--- config.mk ---
export PLATFORM = sky130hd
export DESIGN_NAME = elc_multi_flat
export DESIGN_NICKNAME = d
export VERILOG_FILES = /design/src/rtl/elc_multi_if.sv /design/src/rtl/elc_multi.sv /design/src/flat_wrapper.sv
export SDC_FILE = /design/constraint.sdc
export NUM_CORES = 1
export LEC_CHECK = 0
export ABC_AREA = 1
export CAP_MARGIN = 20
export CORE_MARGIN = 5
export CORE_UTILIZATION = 39
export DETAILED_ROUTE_END_ITERATION = 16
export GPL_TIMING_DRIVEN = 1
export PLACE_DENSITY = 0.6
export REMOVE_ABC_BUFFERS = 1
export SLEW_MARGIN = 20
export SYNTH_ARGS = -nofsm -noshare
export SYNTH_HDL_FRONTEND = slang
export SYNTH_SLANG_ARGS = --single-unit
--- constraint.sdc ---
create_clock -name clk -period 1.43 [get_ports clk]
set_input_delay 0.429 -clock clk [delete_from_list [all_inputs] [get_ports clk]]
set_output_delay 0.429 -clock clk [all_outputs]
set_load 0.05 [all_outputs]
--- src/rtl/elc_multi_if.sv ---
// Keypad/card front end to lock controller bundle. The master drives the keypad
// and card inputs. The slave (the lock controller) drives the door and status outputs.
interface elc_multi_if #(
    parameter int DIGIT_W = 3,
    parameter int TRIES_W = 2
);
    logic [DIGIT_W-1:0] in_i;
    logic               enter_i;
    logic               clear_i;
    logic               card_is_in_i;
    logic               unlock_o;
    logic               error_o;
    logic               card_is_needed_o;
    logic               busy_o;
    logic [TRIES_W-1:0] tries_o;

    modport master (
        output in_i, enter_i, clear_i, card_is_in_i,
        input  unlock_o, error_o, card_is_needed_o, busy_o, tries_o
    );

    modport slave (
        input  in_i, enter_i, clear_i, card_is_in_i,
        output unlock_o, error_o, card_is_needed_o, busy_o, tries_o
    );
endinterface

--- src/rtl/elc_multi.sv ---
// Electronic lock controller: multi-digit keypad code, penalty waits that grow
// with failures, card fallback after MAX_TRIES failures and a timed unlock pulse.
module elc_multi #(
    parameter int DIGIT_W    = 3,
    parameter int NUM_DIGITS = 2,
    parameter logic [DIGIT_W*NUM_DIGITS-1:0] CODE = 6'o52,
    parameter int MAX_TRIES  = 3,
    parameter int SHORT_WAIT = 8,
    parameter int LONG_WAIT  = 32,
    parameter int UNLOCK_CYC = 4
) (
    input  logic       clk,
    input  logic       reset,
    elc_multi_if.slave bus
);
    localparam int IDX_W   = (NUM_DIGITS > 1) ? $clog2(NUM_DIGITS) : 1;
    localparam int TRIES_W = $clog2(MAX_TRIES + 1);
    localparam int CNT_MAX0 = (LONG_WAIT > UNLOCK_CYC) ? LONG_WAIT : UNLOCK_CYC;
    localparam int CNT_MAX  = (SHORT_WAIT > CNT_MAX0) ? SHORT_WAIT : CNT_MAX0;
    localparam int CNT_W    = $clog2(CNT_MAX + 1);

    localparam logic [CNT_W-1:0]   SHORT_LOAD  = CNT_W'(SHORT_WAIT - 1);
    localparam logic [CNT_W-1:0]   LONG_LOAD   = CNT_W'(LONG_WAIT - 1);
    localparam logic [CNT_W-1:0]   UNLOCK_LOAD = CNT_W'(UNLOCK_CYC - 1);
    localparam logic [IDX_W-1:0]   LAST_IDX    = IDX_W'(NUM_DIGITS - 1);
    localparam logic [TRIES_W-1:0] TRIES_MAX   = TRIES_W'(MAX_TRIES);
    localparam logic [TRIES_W-1:0] TRIES_ONE   = TRIES_W'(1);

    typedef enum logic [1:0] {
        S_IDLE    = 2'd0,
        S_PENALTY = 2'd1,
        S_CARD    = 2'd2,
        S_UNLOCK  = 2'd3
    } state_t;

    state_t             state_q, state_d;
    logic [IDX_W-1:0]   idx_q, idx_d;
    logic               mism_q, mism_d;
    logic [TRIES_W-1:0] fails_q, fails_d;
    logic [CNT_W-1:0]   cnt_q, cnt_d;

    logic               digit_bad;
    logic               any_bad;
    logic               last_digit;
    logic [TRIES_W-1:0] fails_inc;

    // Code split into digits, first-entered digit taken from the MS slice.
    // Unused table slots (non power-of-two digit counts) read as zero.
    logic [DIGIT_W-1:0] code_digits [2**IDX_W];

    for (genvar gi = 0; gi < 2**IDX_W; gi++) begin : g_code
        if (gi < NUM_DIGITS) begin : g_used
            assign code_digits[gi] = CODE[(NUM_DIGITS-1-gi)*DIGIT_W +: DIGIT_W];
        end else begin : g_pad
            assign code_digits[gi] = '0;
        end
    end

    always_ff @(posedge clk or negedge reset) begin
        if (!reset) begin
            state_q <= S_IDLE;
            idx_q   <= '0;
            mism_q  <= 1'b0;
            fails_q <= '0;
            cnt_q   <= '0;
        end else begin
            state_q <= state_d;
            idx_q   <= idx_d;
            mism_q  <= mism_d;
            fails_q <= fails_d;
            cnt_q   <= cnt_d;
        end
    end

    always_comb begin
        state_d    = state_q;
        idx_d      = idx_q;
        mism_d     = mism_q;
        fails_d    = fails_q;
        cnt_d      = cnt_q;
        digit_bad  = (bus.in_i != code_digits[idx_q]);
        any_bad    = mism_q | digit_bad;
        last_digit = (idx_q == LAST_IDX);
        fails_inc  = (fails_q >= TRIES_MAX) ? fails_q : fails_q + 1'b1;

        unique case (state_q)
            S_IDLE: begin
                if (bus.clear_i) begin
                    idx_d  = '0;
                    mism_d = 1'b0;
                end else if (bus.enter_i) begin
                    if (!last_digit) begin
                        // A wrong digit is only remembered, never acted on early.
                        idx_d  = idx_q + 1'b1;
                        mism_d = any_bad;
                    end else begin
                        idx_d  = '0;
                        mism_d = 1'b0;
                        if (!any_bad) begin
                            state_d = S_UNLOCK;
                            cnt_d   = UNLOCK_LOAD;
                            fails_d = '0;
                        end else begin
                            fails_d = fails_inc;
                            if (fails_inc >= TRIES_MAX) begin
                                state_d = S_CARD;
                            end else begin
                                state_d = S_PENALTY;
                                cnt_d   = (fails_inc == TRIES_ONE) ? SHORT_LOAD : LONG_LOAD;
                            end
                        end
                    end
                end
            end
            S_PENALTY: begin
                if (cnt_q == '0) begin
                    state_d = S_IDLE;
                end else begin
                    cnt_d = cnt_q - 1'b1;
                end
            end
            S_CARD: begin
                if (bus.card_is_in_i) begin
                    state_d = S_UNLOCK;
                    cnt_d   = UNLOCK_LOAD;
                    fails_d = '0;
                end
            end
            S_UNLOCK: begin
                if (cnt_q == '0) begin
                    state_d = S_IDLE;
                end else begin
                    cnt_d = cnt_q - 1'b1;
                end
            end
            default: begin
                state_d = S_IDLE;
            end
        endcase
    end

    always_comb begin
        bus.unlock_o         = (state_q == S_UNLOCK);
        bus.error_o          = (state_q == S_PENALTY);
        bus.card_is_needed_o = (state_q == S_CARD);
        bus.busy_o           = (state_q == S_IDLE) && (idx_q != '0);
        bus.tries_o          = fails_q;
    end
endmodule

--- src/flat_wrapper.sv ---
// flat-port wrapper written by rule: the top's interface ports become plain ports
module elc_multi_flat 
#(
    parameter int DIGIT_W    = 3,
    parameter int NUM_DIGITS = 2,
    parameter logic [DIGIT_W*NUM_DIGITS-1:0] CODE = 6'o52,
    parameter int MAX_TRIES  = 3,
    parameter int SHORT_WAIT = 8,
    parameter int LONG_WAIT  = 32,
    parameter int UNLOCK_CYC = 4
)
  (clk, reset, bus_in_i, bus_enter_i, bus_clear_i, bus_card_is_in_i, bus_unlock_o, bus_error_o, bus_card_is_needed_o, bus_busy_o, bus_tries_o);
  elc_multi_if #(.DIGIT_W(DIGIT_W), .TRIES_W(2)) bus_i ();
  input  logic clk;
  input  logic reset;
  input wire logic [$bits(bus_i.in_i)-1:0] bus_in_i;
  input wire logic [$bits(bus_i.enter_i)-1:0] bus_enter_i;
  input wire logic [$bits(bus_i.clear_i)-1:0] bus_clear_i;
  input wire logic [$bits(bus_i.card_is_in_i)-1:0] bus_card_is_in_i;
  output wire logic [$bits(bus_i.unlock_o)-1:0] bus_unlock_o;
  output wire logic [$bits(bus_i.error_o)-1:0] bus_error_o;
  output wire logic [$bits(bus_i.card_is_needed_o)-1:0] bus_card_is_needed_o;
  output wire logic [$bits(bus_i.busy_o)-1:0] bus_busy_o;
  output wire logic [$bits(bus_i.tries_o)-1:0] bus_tries_o;
  assign bus_i.in_i = bus_in_i;
  assign bus_i.enter_i = bus_enter_i;
  assign bus_i.clear_i = bus_clear_i;
  assign bus_i.card_is_in_i = bus_card_is_in_i;
  assign bus_unlock_o = bus_i.unlock_o;
  assign bus_error_o = bus_i.error_o;
  assign bus_card_is_needed_o = bus_i.card_is_needed_o;
  assign bus_busy_o = bus_i.busy_o;
  assign bus_tries_o = bus_i.tries_o;
  elc_multi #(.DIGIT_W(DIGIT_W), .NUM_DIGITS(NUM_DIGITS), .CODE(CODE), .MAX_TRIES(MAX_TRIES), .SHORT_WAIT(SHORT_WAIT), .LONG_WAIT(LONG_WAIT), .UNLOCK_CYC(UNLOCK_CYC)) u_core (.clk(clk), .reset(reset), .bus(bus_i));
endmodule
==> metrics.md <==
| Metric | Value |
|---|---|
| Family with the most delay on the worst path | `flip-flops` |
| Setup slack at placement | `-0.368 ns` |
| Worst hold slack | `0.450 ns` |
| Post-DP Area | `1130 sq um` |
| Final GP Congestion | `0.797` |
| Die height | `56.1 um` |
| Leak | `0.692 nW` |
| PortBufs | `13` |
| Rel. slew slack | `0.811` |
| Arr. time, crit path | `1.18 ns` |
| Vias in the first global route | `813` |
| PD cells | `2360 nW/um^2` |
| Slowest cell on crit path | `dfrtp_1` |
| Status | `finished with violations` |
| Worst reg2reg setup slack | `-0.02 ns` |
| Diodes inserted | `0` |
| Die width | `56.1 um` |
| First-pass GRT wire length | `3430 um` |
| Core area | `1980 sq um` |
| Avg WL per Cell | `10.8 um` |
| Clock skew | `0.00326 ns` |
| Slew @ Worst Pin | `0.281 ns` |
| Layout fillers | `172` |
| Vias per cell | `4.71` |
| Tot Pwr | `3.02 mW` |
| Clock transition at path regs | `0.08 ns` |
| Final count of hold timing violations | `0` |
| Die area | `3140 sq um` |
| Initial antenna violation count | `0` |
| CP Launch Type | `register` |
| Failing checks | `negative setup slack` |
| FP Rows | `16` |
| Setup violations, final | `6` |
| H-Tree Depth | `1` |
| IO Count | `14` |
| Reg area | `300 sq um` |
| Cells after synthesis | `130` |
| Max Cap Viol | `0` |
| Max frequency | `621 MHz` |
| CTS tree | `yes` |
| Synth-to-layout area growth | `54.9%` |
| Initial Utilization | `0.417` |
| Post-layout util | `0.646` |
| All-layer global routing usage | `0.136` |
| Multi-input logic area | `505 sq um` |
| Post-DP HPWL | `1520 um` |
| Synth Warn # | `0` |
| Register area share after synthesis | `0.363` |
| Inserted Clock Buffers | `3` |
| Worst vdd ir | `1.21 mV` |
| Syn avg cell area | `6.36 sq um` |
| FF+latch count, synth | `12` |
| Starting DRT DRC Count | `15` |
| DR pass1 iterations | `4` |
| Critical path class | `register to output port` |
| Setup WS post-layout | `-0.180 ns` |
| Design area | `1280 sq um` |
| Clock Tree Buf Depth | `2` |
| Worst Path Buf+Inv | `2` |
| Number of library cell types mapped by synthesis | `18` |
| Kind of end point of the critical path | `output port` |
| Pin count of the biggest net entering global routing | `13` |
| Synth area leader | `dfrtp_1` |
| Routed wire length | `2040 um` |
| Root Driver | `clkbuf_4` |
| Clk_lat worst skew | `0.28 ns` |
| CP max stage delay | `0.41 ns` |
| Vias | `891` |
| CTS Hold Bufs | `0` |
| Netlist Area Pre-Place | `827 sq um` |
| Antenna-violating nets left | `0` |
| Total gr overflow | `0` |
| Critical Path RT | `1.00 ns` |
| Max Slew Vio Count | `0` |
| # clock sinks | `12` |
| DR DRC count | `0` |
| Share of post-route cells with drive strength above 1 | `0.284` |
| Final period util | `1.13` |
| CP Cell Sequence | `nor2_2, inv_2, nor2_4, buf_12` |
| Post-synth top area share | `0.363` |
| Nets | `173` |
| Fin crit period | `1.61 ns` |
| Unrepaired setup endpoints after global routing | `true` |
| Top post-synthesis cells by area | `dfrtp_1 36%, nand2_1 21%, nor2_1 8.6%` |
| Hold WC Path Type | `input port to asynchronous set/reset pin` |
| Worst Path Max Fanout | `3` |
## power breakdown
| group | internal, mW | switching (mW) | leakage (nW) |
|---|---|---|---|
| Sequential | 0.497 | 0.143 | 0.152 |
| Combinational | 0.902 | 1.20 | 0.519 |
| Clock | 0.155 | 0.125 | 0.0210 |
## routing by layer
metal | GRT usage | wire (um) | part of all wire | up-vias
li1 | - | - | - | 463
met1 | 0.176 | 966 | 0.47 | 408
met2 | 0.212 | 959 | 0.47 | 15
met3 | 0.0348 | 83 | 0.041 | 5
met4 | 0.0610 | 33 | 0.016 | 0
met5 | 0 | 0 | 0 | -
## cells in the final DEF (no fill, tap or decap), types with 2 or more instances in the layout
cell,instances
ha_1,2
buf_12,6
nand4_1,2
buf_6,2
clkdlybuf4s50_1,4
nor2_4,5
a21oi_1,2
dfrtp_1,12
nor2_2,4
nand3_1,11
inv_1,15
nand2_1,46
nand3_4,2
dlymetal6s2s_1,3
clkbuf_4,3
o21ai_0,5
buf_4,14
inv_2,4
nor2_1,12
nand2_2,3
## repair_timing
item                                    CTS  global route
setup buffers                             0             5
endpoints found under the setup margin   10            13
gates resized for setup                   9            16
pin swaps                                 1             6
## synthesized netlist by cell type
cell type,n
dfrtp_1,12
inv_2,2
a21o_1,1
nand4_1,2
nor2_2,1
ha_1,2
a21oi_1,2
nor2_4,1
nand2_2,2
inv_1,18
nor3_1,1
buf_4,1
nand3_1,11
o22ai_1,1
nor2_1,19
nand2_1,47
nand3_2,2
o21ai_0,5
## flip-flops by register name, indices dropped and copies added, names as in the netlist
register            cells
u_core.idx_q            1
u_core.bus.tries_o      2
u_core.mism_q           1
u_core.cnt_q            6
u_core.state_q          2
## final timing paths
kind,startpoint,end,cells past startpoint
max,u_core.state_q[0],bus_busy_o,4
min in group clk,u_core.cnt_q[1],u_core.cnt_q[1],2
min,reset,u_core.idx_q,2
max reg2reg,u_core.state_q[0],u_core.bus.tries_o[1],7
min reg2reg,u_core.cnt_q[1],u_core.cnt_q[1],2
max in group asynchronous,reset,u_core.cnt_q[1],2
## metrics by stage
step	setup TNS, ns	instances
detailed placement	-3.11	180
CTS	-0.588	184
global placement	-2.81	180
floorplan	-2.02	129
finish	-0.586	189
global route	-1.25	189
## cell type report
cell class | instances | area share
inverter | 20 | 0.0625
clock buffer | 4 | 0.0283
sequential | 12 | 0.234
timing repair buffer | 29 | 0.254
tap | 27 | 0.0264
multi-input combinational | 97 | 0.395
## cell families (layout without fill, tap and decap cells)
| family | Yosys count | after routing | synth area share |
|---|---|---|---|
| and+or+nand+nor | 86 | 86 | 0.448 |
| AOI/OAI and AO/OA | 9 | 9 | 0.0590 |
| adders and majority gates | 2 | 2 | 0.0303 |
| buffers and inverters | 21 | 53 | 0.0998 |
| DFF | 12 | 12 | 0.363 |
Power figures use the tool's default switching activity.
==> edit 1, RTL diff (same settings) <==
Encoding of `state_t`: now one-hot (4 bits for 4 states).
--- a/src/rtl/elc_multi.sv
+++ b/src/rtl/elc_multi.sv
@@ -26,11 +26,11 @@
     localparam logic [TRIES_W-1:0] TRIES_MAX   = TRIES_W'(MAX_TRIES);
     localparam logic [TRIES_W-1:0] TRIES_ONE   = TRIES_W'(1);
 
-    typedef enum logic [1:0] {
-        S_IDLE    = 2'd0,
-        S_PENALTY = 2'd1,
-        S_CARD    = 2'd2,
-        S_UNLOCK  = 2'd3
+    typedef enum logic [3:0] {
+        S_IDLE    = 4'b0001,
+        S_PENALTY = 4'b0010,
+        S_CARD    = 4'b0100,
+        S_UNLOCK  = 4'b1000
     } state_t;
 
     state_t             state_q, state_d;
Formal check against the unedited RTL: same outputs for any inputs over 10 cycles, from zero or initial values and one cycle with reset low; not proved beyond that.
==> edit 1 against the original RTL <==
- sequential cell count rose by 2
- the run still ends with setup timing left
- synthesized area rose by 23%
- setup slack got worse by 0.13 ns
- largest cell class unchanged
- total power rose by 22%
- wire length rose by 37%
- design area rose by 30%
- non-clock buffer count rose by 12
- via count rose by 22%
==> edit 1: results (changes against the original RTL) <==
### Run status
• **violated checks** setup timing
• **status** finished, violations left

### Synth
• **Area contributors post-synth** sky130_fd_sc_hd__dfrtp_1 32%, sky130_fd_sc_hd__nand2_1 17%, sky130_fd_sc_hd__inv_1 7.7%
• **Synth cell types** 24, +6
• **Synth top cells by count** 46 x sky130_fd_sc_hd__nand2_1, 21 x sky130_fd_sc_hd__inv_1, 19 x sky130_fd_sc_hd__nor2_1
• **Syn Inst Count** 150, +15%

### GRT
• **GR Layer Usage met2** 0.3142, +0.1022
• **total routing usage reported by global routing** 0.1610, +0.02466
• **met3 Track Usage GR** 0.01887, -0.01593

### CTS
• **number of clock sinks seen by CTS** 14, +2

### Final layout
• **Plain + repair buffers** 41, +41%
• **inverter count of the layout excluding clock inverters** 23, +15%
• **fillcell total** 218, +27%
• **sequential fraction of total cell area** 0.2128, -0.02159
• **proportion of cell area occupied by multi-input gates** 0.4451, +0.05058
• **number of nets in the finished design** 206, +19%

### Drt
• **starting DRC count in detailed routing** 25, +10

### STA
• **final setup violation count** 16, +10
• **setup slack of the critical path after layout** -0.3114 ns, -0.1314 ns
• **Post-Route Hold Slack** 0.4467 ns, -0.003243 ns

### Setup path
• **delay of the slowest critical-path stage** 0.54 ns, +0.13 ns
• **worst reg2reg path endpoint** u_core.cnt_q[2]$_DFFE_PN0P_
• **CP max stage cell** sky130_fd_sc_hd__dfstp_2
• **beginning of the critical path** u_core.state_q[0]$_DFFE_PN1P_
• **Worst R2R Setup Slack** -0.16 ns, -0.14 ns

-- edit 1: power by group through the flow --
stage                     clock, mW  sequential, mW  combinational (mW)
after floorplan                   0           0.783                1.28
after global placement            0           0.730                2.11
after detailed placement          0           0.739                2.16
after CTS                     0.296           0.764                2.41
after global routing          0.312           0.790                2.87
final                         0.292           0.771                2.61
-- edit 1: cell families after synthesis --
group / synth area share
and+or+nand+nor: 0.4779
adders and majority gates: 0.02457
xor gates and xnor gates: 0.008601
DFF: 0.3452
AOI/OAI and AO/OA: 0.05897
buffers and inverters: 0.08476
-- edit 1: through the flow --
stage | area (µm²) | setup slack, ns
floorplan | 1018 | -0.4312
finish | 1664 | -0.3114
global route | 1664 | -0.3627
global placement | 1396 | -0.3264
detailed placement | 1396 | -0.3702
CTS | 1551 | -0.2944
-- edit 1: what timing repair did --
action                                  CTS  global route
buffers inserted                          4             5
endpoints found under the hold margin     0             0
pin swaps                                10            10
gates resized for setup                  30            16
endpoints found under the setup margin   15            17
==> edit 2, RTL diff (same flow settings) <==
Made on the original files. `UNLOCK_CYC` is set to 4 in 2 places; all go to 16.
--- a/src/rtl/elc_multi.sv
+++ b/src/rtl/elc_multi.sv
@@ -7,7 +7,7 @@
     parameter int MAX_TRIES  = 3,
     parameter int SHORT_WAIT = 8,
     parameter int LONG_WAIT  = 32,
-    parameter int UNLOCK_CYC = 4
+    parameter int UNLOCK_CYC = 16
 ) (
     input  logic       clk,
     input  logic       reset,
--- a/src/flat_wrapper.sv
+++ b/src/flat_wrapper.sv
@@ -7,7 +7,7 @@
     parameter int MAX_TRIES  = 3,
     parameter int SHORT_WAIT = 8,
     parameter int LONG_WAIT  = 32,
-    parameter int UNLOCK_CYC = 4
+    parameter int UNLOCK_CYC = 16
 )
   (clk, reset, bus_in_i, bus_enter_i, bus_clear_i, bus_card_is_in_i, bus_unlock_o, bus_error_o, bus_card_is_needed_o, bus_busy_o, bus_tries_o);
   elc_multi_if #(.DIGIT_W(DIGIT_W), .TRIES_W(2)) bus_i ();
Behaviour: not the same (Yosys sat finds a counterexample within 10 cycles, from zero or initial values and one cycle with reset low).
==> edit 2 against the original RTL <==
- the run still ends with setup timing left
- synthesized area shrank 5.4%
- fmax shrank 0.33%
- core utilization fell by 3.4 points
- sequential cell count unchanged
- design area decreased by 7.2%
- critical path depth stayed put
- wire length down 6.9%
- setup slack got worse by 0.0053 ns
- total power is 12% lower
- critical path type unchanged
- largest cell class unchanged
- highest routed layer unchanged
==> edit 2: results (changes against the original RTL) <==
### Run status
• **status** finished, violations left
• **violated checks** setup timing

### Final layout
• **count of non-filler cells in the finished layout** 170, -10%
• **number of nets in the finished design** 154, -11%
• **ClkCell Share** 0.03053, +0.002206
• **inverter count of the layout excluding clock inverters** 21, +5.0%
• **fillcell total** 180, +4.7%
• **multi-input combinational gate total** 81, -16%
• **Plain + repair buffers** 25, -14%
• **proportion of cell area occupied by multi-input gates** 0.3811, -0.01348

### Power and ir drop
• **maximum VDD drop** 1023 µV, -16%

### Drt
• **amount of wire on met2 after detailed routing** 961 µm, +0.21%
• **Routed met3 length** 88 µm, +6.0%
• **drt via density** 4.724, +0.20%
• **average wire length per cell after detail routing** 11.18 µm, +3.5%
• **starting DRC count in detailed routing** 26, +11
• **length of routed wiring on met1** 821 µm, -15%

### Synth
• **Adder-Cell Fraction of Synth Area** 0.03200, +0.001743
• **share of the yosys chip area belonging to registers** 0.3840, +0.02091
• **Synth top cells by count** 38 x sky130_fd_sc_hd__nand2_1, 18 x sky130_fd_sc_hd__inv_1, 15 x sky130_fd_sc_hd__nor2_1
• **Area contributors post-synth** sky130_fd_sc_hd__dfrtp_1 38%, sky130_fd_sc_hd__nand2_1 18%, sky130_fd_sc_hd__inv_1 8.6%
• **average size of a mapped cell** 6.860 µm², +7.8%

### GRT
• **met3 Track Usage GR** 0.03815, +0.003344
• **number of global-route vias before repair** 701, -14%
• **first-pass GRT wire length** 3.049 mm, -11%
• **total routing usage reported by global routing** 0.1456, +0.009245
• **Global Route met1 Usage** 0.1847, +0.008388
• **GR Layer Usage met2** 0.2205, +0.008452

### CTS
• **Clk Latency, worst-skew pair** 0.28 ns, about the same

### STA
• **final setup violation count** 4, -2
• **setup slack of the critical path after layout** -0.1853 ns, -0.005347 ns
• **worst-case clock skew** 0.002852 ns, -0.0004062 ns

### Setup path
• **worst-case reg-to-reg path depth** 9, +2
• **worst reg2reg path endpoint** u_core.cnt_q[4]$_DFFE_PN0P_
• **Worst R2R Setup Slack** 0.09 ns, +0.11 ns
• **reg-to-reg critical path startpoint** u_core.cnt_q[0]$_DFFE_PN0P_

### Place
• **Placer Congestion** 0.8359, +4.9%
• **half-perimeter wire length after detailed placement** 1.452 mm, -4.7%

==> edit 2: cell types whose count changed in the layout (fill, tap and decap cells not counted), sizes merged, moves of 2 or more <==
cell / unedited run / this run
buf: 22 / 18
dlymetal6s2s: 3 / 0
nor2: 21 / 17
nand2: 49 / 39
clkdlybuf4s50: 4 / 7
nand3: 13 / 7
nand3b: 0 / 2
o21ai: 5 / 7
==> edit 2: per-stage QoR <==
step	TNS, ns	instance area [µm²]	worst slack [ns]	hold slack, ns
final	-0.6085	1189	-0.1853	0.4391
after global routing	-0.8792	1189	-0.2485	0.4396
after CTS	-0.6122	1137	-0.1867	0.4400
after detailed placement	-2.386	1089	-0.2918	0.5190
after global placement	-2.132	1089	-0.2430	0.5082
after floorplan	-1.650	782.0	-0.4531	0.1334
==> edit 2: power breakdown <==
group / leakage [nW] / switching, mW / internal [mW]
logic: 0.440 / 0.993 / 0.753
clock network: 0.0210 / 0.126 / 0.155
registers: 0.147 / 0.134 / 0.499
